<file path="config.mk">
export PLATFORM = sky130hd
export DESIGN_NAME = shift_exec_stage
export DESIGN_NICKNAME = d
export VERILOG_FILES = /design/src/rtl/shift_exec_stage_pkg.sv /design/src/rtl/shift_exec_stage_shifter.sv /design/src/rtl/shift_exec_stage.sv
export SDC_FILE = /design/constraint.sdc
export NUM_CORES = 1
export LEC_CHECK = 0
export ABC_AREA = 1
export ABC_CLOCK_PERIOD_IN_PS = 3300
export BUFFER_PORTS_ARGS = -buffer_cell sky130_fd_sc_hd__buf_2
export CAP_MARGIN = 15
export CORE_MARGIN = 8
export CORE_UTILIZATION = 41
export DETAILED_ROUTE_END_ITERATION = 8
export PLACE_DENSITY = 0.68
export SETUP_SLACK_MARGIN = 0.1
export SYNTH_ARGS = -nofsm -noshare
export SYNTH_HDL_FRONTEND = slang
export SYNTH_SLANG_ARGS = --single-unit
</file>
<file path="constraint.sdc">
create_clock -name clk -period 3.3 [get_ports clk]
set_input_delay 0.165 -clock clk [delete_from_list [all_inputs] [get_ports clk]]
set_output_delay 0.165 -clock clk [all_outputs]
set_load 0.05 [all_outputs]
</file>
<file path="src/rtl/shift_exec_stage_pkg.sv">
// shift_exec_stage_pkg: shared CPU constants (ALU shift function codes, RV32I shift funct3 values)
package shift_exec_stage_pkg;
  localparam logic [1:0] ALUFN_SHL = 2'b00;
  localparam logic [1:0] ALUFN_SHR = 2'b01;
  localparam logic [1:0] ALUFN_SRA = 2'b11;
  localparam logic [2:0] FUNCT3_SLL = 3'b001;
  localparam logic [2:0] FUNCT3_SRL = 3'b101;
endpackage

</file>
<file path="src/rtl/shift_exec_stage_shifter.sv">
// shift_exec_stage_shifter: combinational shifter; alufn selects SHL/SHR/SRA of a by b, result on out
module shift_exec_stage_shifter
  import shift_exec_stage_pkg::*;
#(
  parameter int BITS = 32
) (
  input  logic [1:0]      alufn,
  input  logic [BITS-1:0] a,
  input  logic [4:0]      b,
  output logic [BITS-1:0] out
);
  logic signed [BITS-1:0] sra;
  assign sra = $signed(a) >>> b;
  assign out = alufn == ALUFN_SHL ? a << b : alufn == ALUFN_SRA ? sra : a >> b;
endmodule

</file>
<file path="src/rtl/shift_exec_stage.sv">
// shift_exec_stage: RV32I shift execute stage with DEPTH-entry output FIFO; in_valid/in_ready in, out_valid/out_ready + out_result/out_rd/out_illegal out, op_count of accepted ops
module shift_exec_stage
  import shift_exec_stage_pkg::*;
#(
  parameter int BITS  = 32,
  parameter int DEPTH = 2
) (
  input  logic            clk,
  input  logic            rst,
  input  logic            in_valid,
  output logic            in_ready,
  input  logic [2:0]      funct3,
  input  logic            funct7_5,
  input  logic [BITS-1:0] rs1,
  input  logic [BITS-1:0] rs2,
  input  logic [4:0]      rd,
  output logic            out_valid,
  input  logic            out_ready,
  output logic [BITS-1:0] out_result,
  output logic [4:0]      out_rd,
  output logic            out_illegal,
  output logic [15:0]     op_count
);
  localparam int PW = DEPTH > 1 ? $clog2(DEPTH) : 1;
  localparam int CW = $clog2(DEPTH + 1);
  logic [CW-1:0]   count;
  logic [PW-1:0]   rp, wp;
  logic [BITS-1:0] res_q [DEPTH];
  logic [4:0]      rd_q [DEPTH];
  logic            ill_q [DEPTH];
  logic [1:0]      alufn;
  logic            illegal, push, pop;
  logic [BITS-1:0] sh_out, result;
  logic            unused_rs2;
  assign unused_rs2 = ^rs2[BITS-1:5];
  shift_exec_stage_shifter #(.BITS(BITS)) u_shifter (
    .alufn (alufn),
    .a     (rs1),
    .b     (rs2[4:0]),
    .out   (sh_out)
  );
  always_comb begin
    illegal     = funct3 != FUNCT3_SLL && funct3 != FUNCT3_SRL;
    alufn       = funct3 == FUNCT3_SLL ? ALUFN_SHL : funct7_5 ? ALUFN_SRA : ALUFN_SHR;
    result      = illegal || rd == 5'd0 ? '0 : sh_out;
    in_ready    = count < CW'(DEPTH);
    out_valid   = count != '0;
    push        = in_valid && in_ready;
    pop         = out_valid && out_ready;
    out_result  = out_valid ? res_q[rp] : '0;
    out_rd      = out_valid ? rd_q[rp] : '0;
    out_illegal = out_valid && ill_q[rp];
  end
  always_ff @(posedge clk or posedge rst)
    if (rst) begin
      count    <= '0;
      rp       <= '0;
      wp       <= '0;
      op_count <= '0;
    end else begin
      if (push) wp <= wp == PW'(DEPTH - 1) ? '0 : wp + 1'b1;
      if (pop) rp <= rp == PW'(DEPTH - 1) ? '0 : rp + 1'b1;
      count <= count + CW'(push) - CW'(pop);
      if (push && op_count != 16'hFFFF) op_count <= op_count + 1'b1;
    end
  always_ff @(posedge clk)
    if (push) begin
      res_q[wp] <= result;
      rd_q[wp]  <= rd;
      ill_q[wp] <= illegal;
    end
endmodule

</file>
# Word-level counts from Yosys, hierarchy flattened
# Memory sizes are Yosys's and may differ from the RTL's.
# Index checks and enable logic that the tools add are counted.
[totals] reg_bits=20 ram_bits=76 input_bits=77 output_inout_bits=56 wordCells=41 n_memories=3
[op_classes] n_addsub=5 n_lt_le_gt_ge=1 n_eq_ne=5 shift=3 muxes=11 n_reduce_logical=9
[mem_list] memory="res_q" words=2 word_bits=32 rd=1 rd_clocked_by_memory_dff=0 write_ports=1 line="shift_exec_stage.sv:28" rtl="logic [BITS-1:0] res_q [DEPTH];"
[mem_list] memory="rd_q" words=2 word_bits=5 rd=1 rd_clocked_by_memory_dff=0 write_ports=1 line="shift_exec_stage.sv:29" rtl="logic [4:0] rd_q [DEPTH];"
[mem_list] memory="ill_q" words=2 word_bits=1 rd=1 rd_clocked_by_memory_dff=0 write_ports=1 line="shift_exec_stage.sv:30" rtl="logic ill_q [DEPTH];"
[ops] cell="32-bit 2-to-1 mux" n=4
[ops] cell="32-bit by 5-bit << shifter with 32-bit output" n=1
[ops] cell="32-bit by 5-bit right shift with 32-bit output" n=1
[ops] cell="32-bit by 5-bit >>> shifter with 32-bit output" n=1
[ops] cell="16-bit by 1-bit adder with 16-bit output (second input constant)" n=1
[ops] cell="16-bit != test (second input constant)" n=1
[ops] cell="1-bit logical AND" n=5
[ops] cell="5-bit logical NOT" n=1
[ops] cell="5-bit 2-to-1 mux" n=1
[ops] cell="1-bit 2-to-1 mux" n=4
[ops] cell="2-bit 2-to-1 mux" n=2
[ops] cell="3-bit by 1-bit == test with 1-bit output (second input constant)" n=1
[ops] cell="3-bit by 1-bit != test with 1-bit output (second input constant)" n=1
[ops] cell="3-bit != test (second input constant)" n=1
[ops] cell="1-bit adder (second input constant)" n=2
[ops] cell="2-bit by 1-bit adder with 2-bit output" n=1
[ops] cell="2-bit == test (second input constant)" n=1
[ops] cell="2-bit logical NOT" n=1
[ops] cell="2-bit less-than comparator (second input constant)" n=1
[ops] cell="2-bit nonzero test" n=1
[ops] cell="2-bit by 1-bit subtractor with 2-bit output" n=1
[ops] cell="1-bit logical OR" n=1

# Logic depth before layout (Yosys ltp)
[logic_depth] depth_word=6 mapped_depth=14 depth_no_buf=13

# Cells and area by module
# From an unflattened synthesis, not the netlist that was laid out.
[unflattened] hier_cells=1184 area_unflattened_um2=7972.6
[by_module_without_submodules] module="shift_exec_stage" instances=1 cells_per_inst=450 area_per_inst_um2=4327.9 seq_area_each_um2=2782.7
[by_module_without_submodules] module="shift_exec_stage_shifter" instances=1 cells_per_inst=734 area_per_inst_um2=3644.7 seq_area_each_um2=0.0

# Least setup slack after synthesis
# OpenSTA, ideal clock, no wires.
[synth_path] path_kind="reg2reg" startpoint="register count[1]" endpoint="memory ill_q[0] (enable)" setup_time_ns=0.433 t_arrival_ns=2.535 required_ns=2.867 setup_slack_ns=0.331 stages_incl_launch_ff=4 n_path_buf=0 period_less_slack_ns=2.969 cell_sequence="dfrtp_1 > inv_1 > nand2_2 > nor2_1"
[synth_between] elab_chain_len=4
[synth_rtl] element="from (decl)" line="shift_exec_stage.sv:26" rtl="logic [CW-1:0] count;"
[synth_rtl] element="from (signal assigned)" line="shift_exec_stage.sv:63" rtl="count <= count + CW'(push) - CW'(pop);"
[synth_rtl] element="2-bit less-than comparator" line="shift_exec_stage.sv:46" rtl="in_ready = count < CW'(DEPTH);"
[synth_rtl] element="via in_ready" line="shift_exec_stage.sv:11" rtl="output logic in_ready,"
[synth_rtl] element="1-bit logical AND" line="shift_exec_stage.sv:48" rtl="push = in_valid && in_ready;"
[synth_rtl] element="1-bit 2-to-1 mux" line="shift_exec_stage.sv:67" rtl="if (push) begin"
[synth_rtl] element="1-bit 2-to-1 mux (implied by the code)" line="shift_exec_stage.sv:70" rtl="ill_q[wp] <= illegal;"
[synth_rtl] element="to (decl)" line="shift_exec_stage.sv:30"
# The timed path passes the listed nets, and every way through them passes these cells.

# Worst setup path in the final report
[layout_path] startpoint="input port rs2[0]" endpoint="memory res_q[0][18], data pin"
[layout_between] elab_chain_len=4 word_cells_on_any_way=6 cone_classes="3 x shift; 3 x mux"
[layout_rtl] element="from (decl)" line="shift_exec_stage.sv:15" rtl="input logic [BITS-1:0] rs2,"
[layout_rtl] element="32-bit by 5-bit right shift with 32-bit output / 32-bit by 5-bit >>> shifter with 32-bit output (equally long branches)" line="shift_exec_stage_shifter.sv:14, shift_exec_stage_shifter.sv:13"
[layout_rtl] element="32-bit 2-to-1 mux" line="shift_exec_stage_shifter.sv:14" rtl="assign out = alufn == ALUFN_SHL ? a << b : alufn == ALUFN_SRA ? sra : a >> b;"
[layout_rtl] element="32-bit 2-to-1 mux (*)" line="shift_exec_stage_shifter.sv:14"
[layout_rtl] element="32-bit 2-to-1 mux (*)" line="shift_exec_stage.sv:45" rtl="result = illegal || rd == 5'd0 ? '0 : sh_out;"
[layout_rtl] element="via result[18]" line="shift_exec_stage.sv:33" rtl="logic [BITS-1:0] sh_out, result;"
[layout_rtl] element="to (decl)" line="shift_exec_stage.sv:28"
# The timed path passes the listed nets; every way through them passes the cells marked *.

==> reports/qor.yml <==
status: "finished clean"
grt_pass1_vias: 7439
rows: 50
clk_pin_slew_ns: 0.07
maxCapViolCount: 0
final_layout_size_suffix_gt1_share_pct: 13.5
cp-startpoint: "rs2[0]"
syn-mean-instance-area_um2: 6.66
post-route-util_pct: 46.4
antenna_found_initial: 0
sw_frac_of_total_pct: 50.1
diodes: 0
hold_buffers: 1
num-fill-cells: 1922
cts-buffers-inserted: 9
register_area_um2: 2780
finalSetupViolCount: 0
switching_power_mw: 2.91
fp.dieH_um: 152
p_clk_share_pct: 19.1
crit_type: "input port to register"
yosysUniqueCellTypes: 35
gp_congestion: 0.973
drtPass1Iterations: 6
via_count: 8146
synth_warnings: 0
io_pins: 133
slew_headroom_pct: 33.0
drc: 0
slew_viol_final: 0
grt_overflow: 0
p_per_area_nw_per_um2: 679
leakage_nw: 3.95
grt_max_degree: 66
min_from: "rd[0]"
wl_per_cell_um: 17.3
grt_usage_pct: 21.1
wirelength_um: 25000
initial_utilization_pct: 41.3
syn_area_um2: 7620
multiInputGateArea_um2: 4300
arrival_ns: 2.38
die_area_um2: 23200
crit_path_end_kind: "register"
clock_latency_ns: 0.34
vias_per_cell: 5.64
cts_tree: "yes"
period_needed_ns: 2.32
ant_nets: 0
clock.fmax_ghz: 0.430
htree_levels: 3
rsz0062_at_grt: "false"
cts_resized: 0
worstMarginPinSlew_ns: 1.00
required_ns: 3.35
hold_class: "input port to register"
crit_path_start_kind: "input port"
r2r-start: "count[1]"
pwr-share-seq_pct: 28.6
hpwl_um: 18400
drt_iter0_drc: 1044
seq_area_frac_synth_pct: 36.5
cts.path.max_buffers: 2
combPwrFrac_pct: 52.4
core_area_um2: 18500
ys_ff_latch: 96
intPower_mw: 2.90
final_nets: 1285
fin_tns_setup_ns: 0
clock_sinks: 96
syn-num-nets: 1224
syn2layout_area_growth_pct: 12.4
path_max_fanout: 43
postCtsSetupBuffers: 0
vdd.ir_drop.worst_mv: 0.319
skew_ns: 0.0110
die_w_um: 152
root_buffer: "clkbuf_16"
grt_pass1_wl_um: 40000
synth_cells: 1144
hold_viol_final: 0
io_buffers: 105
post-route-period-util_pct: 70.4
cell usage in the layout (no fill, tap or decap), types with 2 or more instances in the layout:
cell type | netlist | layout
ha_1 | 3 | 3
dfrtp_1 | 20 | 20
and2_1 | 13 | 13
edfxtp_1 | 76 | 76
o21ai_1 | 5 | 5
inv_2 | 3 | 3
clkinvlp_4 | 0 | 2
nor3_2 | 2 | 2
nand4_1 | 8 | 8
nand2_2 | 3 | 3
o211ai_1 | 9 | 9
clkbuf_16 | 0 | 9
nor2_1 | 39 | 35
nor3_1 | 6 | 6
inv_1 | 39 | 39
o21bai_1 | 2 | 2
buf_4 | 4 | 22
a21boi_0 | 2 | 2
nor2_4 | 0 | 2
buf_2 | 19 | 105
nand2_1 | 409 | 409
inv_6 | 1 | 2
o21ai_0 | 12 | 12
xor2_1 | 9 | 9
a21oi_2 | 5 | 5
xnor2_1 | 9 | 9
bufinv_16 | 0 | 2
a21oi_1 | 90 | 90
nand3b_1 | 2 | 2
nand3_1 | 294 | 294
nor2_2 | 0 | 2
path summary, 6_finish.rpt:
check	endpoint	slack, ns	depth (start not counted)
worst max-delay path	res_q[0][18]	0.98	10
worst min-delay path	rd_q[0][0]	0.03	1
worst max register to register	count[1]	1.29	8
worst min register to register	op_count[15]	0.49	1
max in group asynchronous	op_count[4]	2.32	3
min in group asynchronous	op_count[6]	0.50	3
area by class of cell:
class / count / share of cell area (%)
multi-input combinational: 927 / 50.2
tap: 234 / 3.42
inverter: 43 / 1.94
clock inverter: 6 / 1.08
timing repair buffer: 128 / 8.18
clock buffer: 10 / 2.67
sequential: 96 / 32.5
cell usage after synthesis:
cell | n | area share (%)
buf_1 | 22 | 1.1
buf_8 | 1 | 0.20
nor3_2 | 2 | 0.26
a21oi_2 | 5 | 0.57
nor2_1 | 39 | 1.9
buf_6 | 6 | 0.89
and2_4 | 1 | 0.11
inv_6 | 1 | 0.11
buf_4 | 4 | 0.39
o211ai_1 | 9 | 0.89
o21ai_1 | 5 | 0.33
xor2_1 | 9 | 1.0
inv_2 | 3 | 0.15
edfxtp_1 | 76 | 30
nand3b_1 | 2 | 0.20
buf_2 | 19 | 1.2
inv_1 | 39 | 1.9
and2_1 | 13 | 1.1
a21oi_1 | 90 | 5.9
nand2_4 | 1 | 0.15
o21a_1 | 1 | 0.099
a31oi_1 | 1 | 0.082
nand4_1 | 8 | 0.66
nand2_2 | 3 | 0.25
xnor2_1 | 9 | 1.0
nor3_1 | 6 | 0.39
o21ai_0 | 12 | 0.79
a21boi_0 | 2 | 0.20
clkbuf_1 | 26 | 1.3
o21bai_1 | 2 | 0.20
nand2_1 | 409 | 20
nand3_1 | 294 | 19
ha_1 | 3 | 0.49
nand3_2 | 1 | 0.13
dfrtp_1 | 20 | 6.6
power by group through the flow:
stage	sequential (mW)	combinational, mW	clock (mW)
after floorplan	1.78	2.17	0
after global placement	1.68	3.02	0
after detailed placement	1.69	3.04	0
after CTS	1.66	3.06	1.12
after global routing	1.68	3.27	1.16
final	1.66	3.05	1.11
registers in the layout, summed over array words and instances, names as in the netlist:
| name | flops |
|---|---|
| wp | 1 |
| res_q | 64 |
| rd_q | 10 |
| rp | 1 |
| ill_q | 2 |
| count | 2 |
| op_count | 16 |
metrics by stage:
stage,setup slack [ns],total power [mW],area (µm²),cells,hold slack [ns]
6_report,0.976,5.82,8570,1444,0.0318
5_1_grt,0.761,6.12,8570,1444,0.0259
4_1_cts,1.02,5.84,8570,1444,0.0216
3_5_place_dp,0.712,4.73,8240,1427,0.341
3_3_place_gp,0.747,4.70,8240,1427,0.331
2_1_floorplan,0.331,3.95,7620,1144,0.129
cell families (layout without fill, tap and decap cells):
group	Yosys count	count (layout)	share of synthesized area, %
flops	96	96	36.5
simple gates	779	779	44.6
xor+xnor	18	18	2.07
fa+ha+maj	3	3	0.493
compound gates	127	127	9.06
buf+inv	121	187	7.27
critical path, stage by stage:
cell	delay, ns
buf_2	0.57
inv_6	0.28
a21oi_1	0.43
nand2_1	0.13
nand3_1	0.13
nand3_1	0.09
nand3_1	0.13
nand2_1	0.10
a21oi_1	0.24
nor2_1	0.09
layer usage:
layer | up-vias | part of all wire, % | GRT usage, % | routed length [µm]
li1 | 3998 | - | - | -
met1 | 3744 | 46 | 31.1 | 11500
met2 | 373 | 43 | 30.7 | 10900
met3 | 31 | 8.7 | 3.97 | 2180
met4 | 0 | 1.9 | 5.76 | 470
met5 | - | 0 | 0 | 0
No activity file was read; power rests on OpenSTA's default activity.
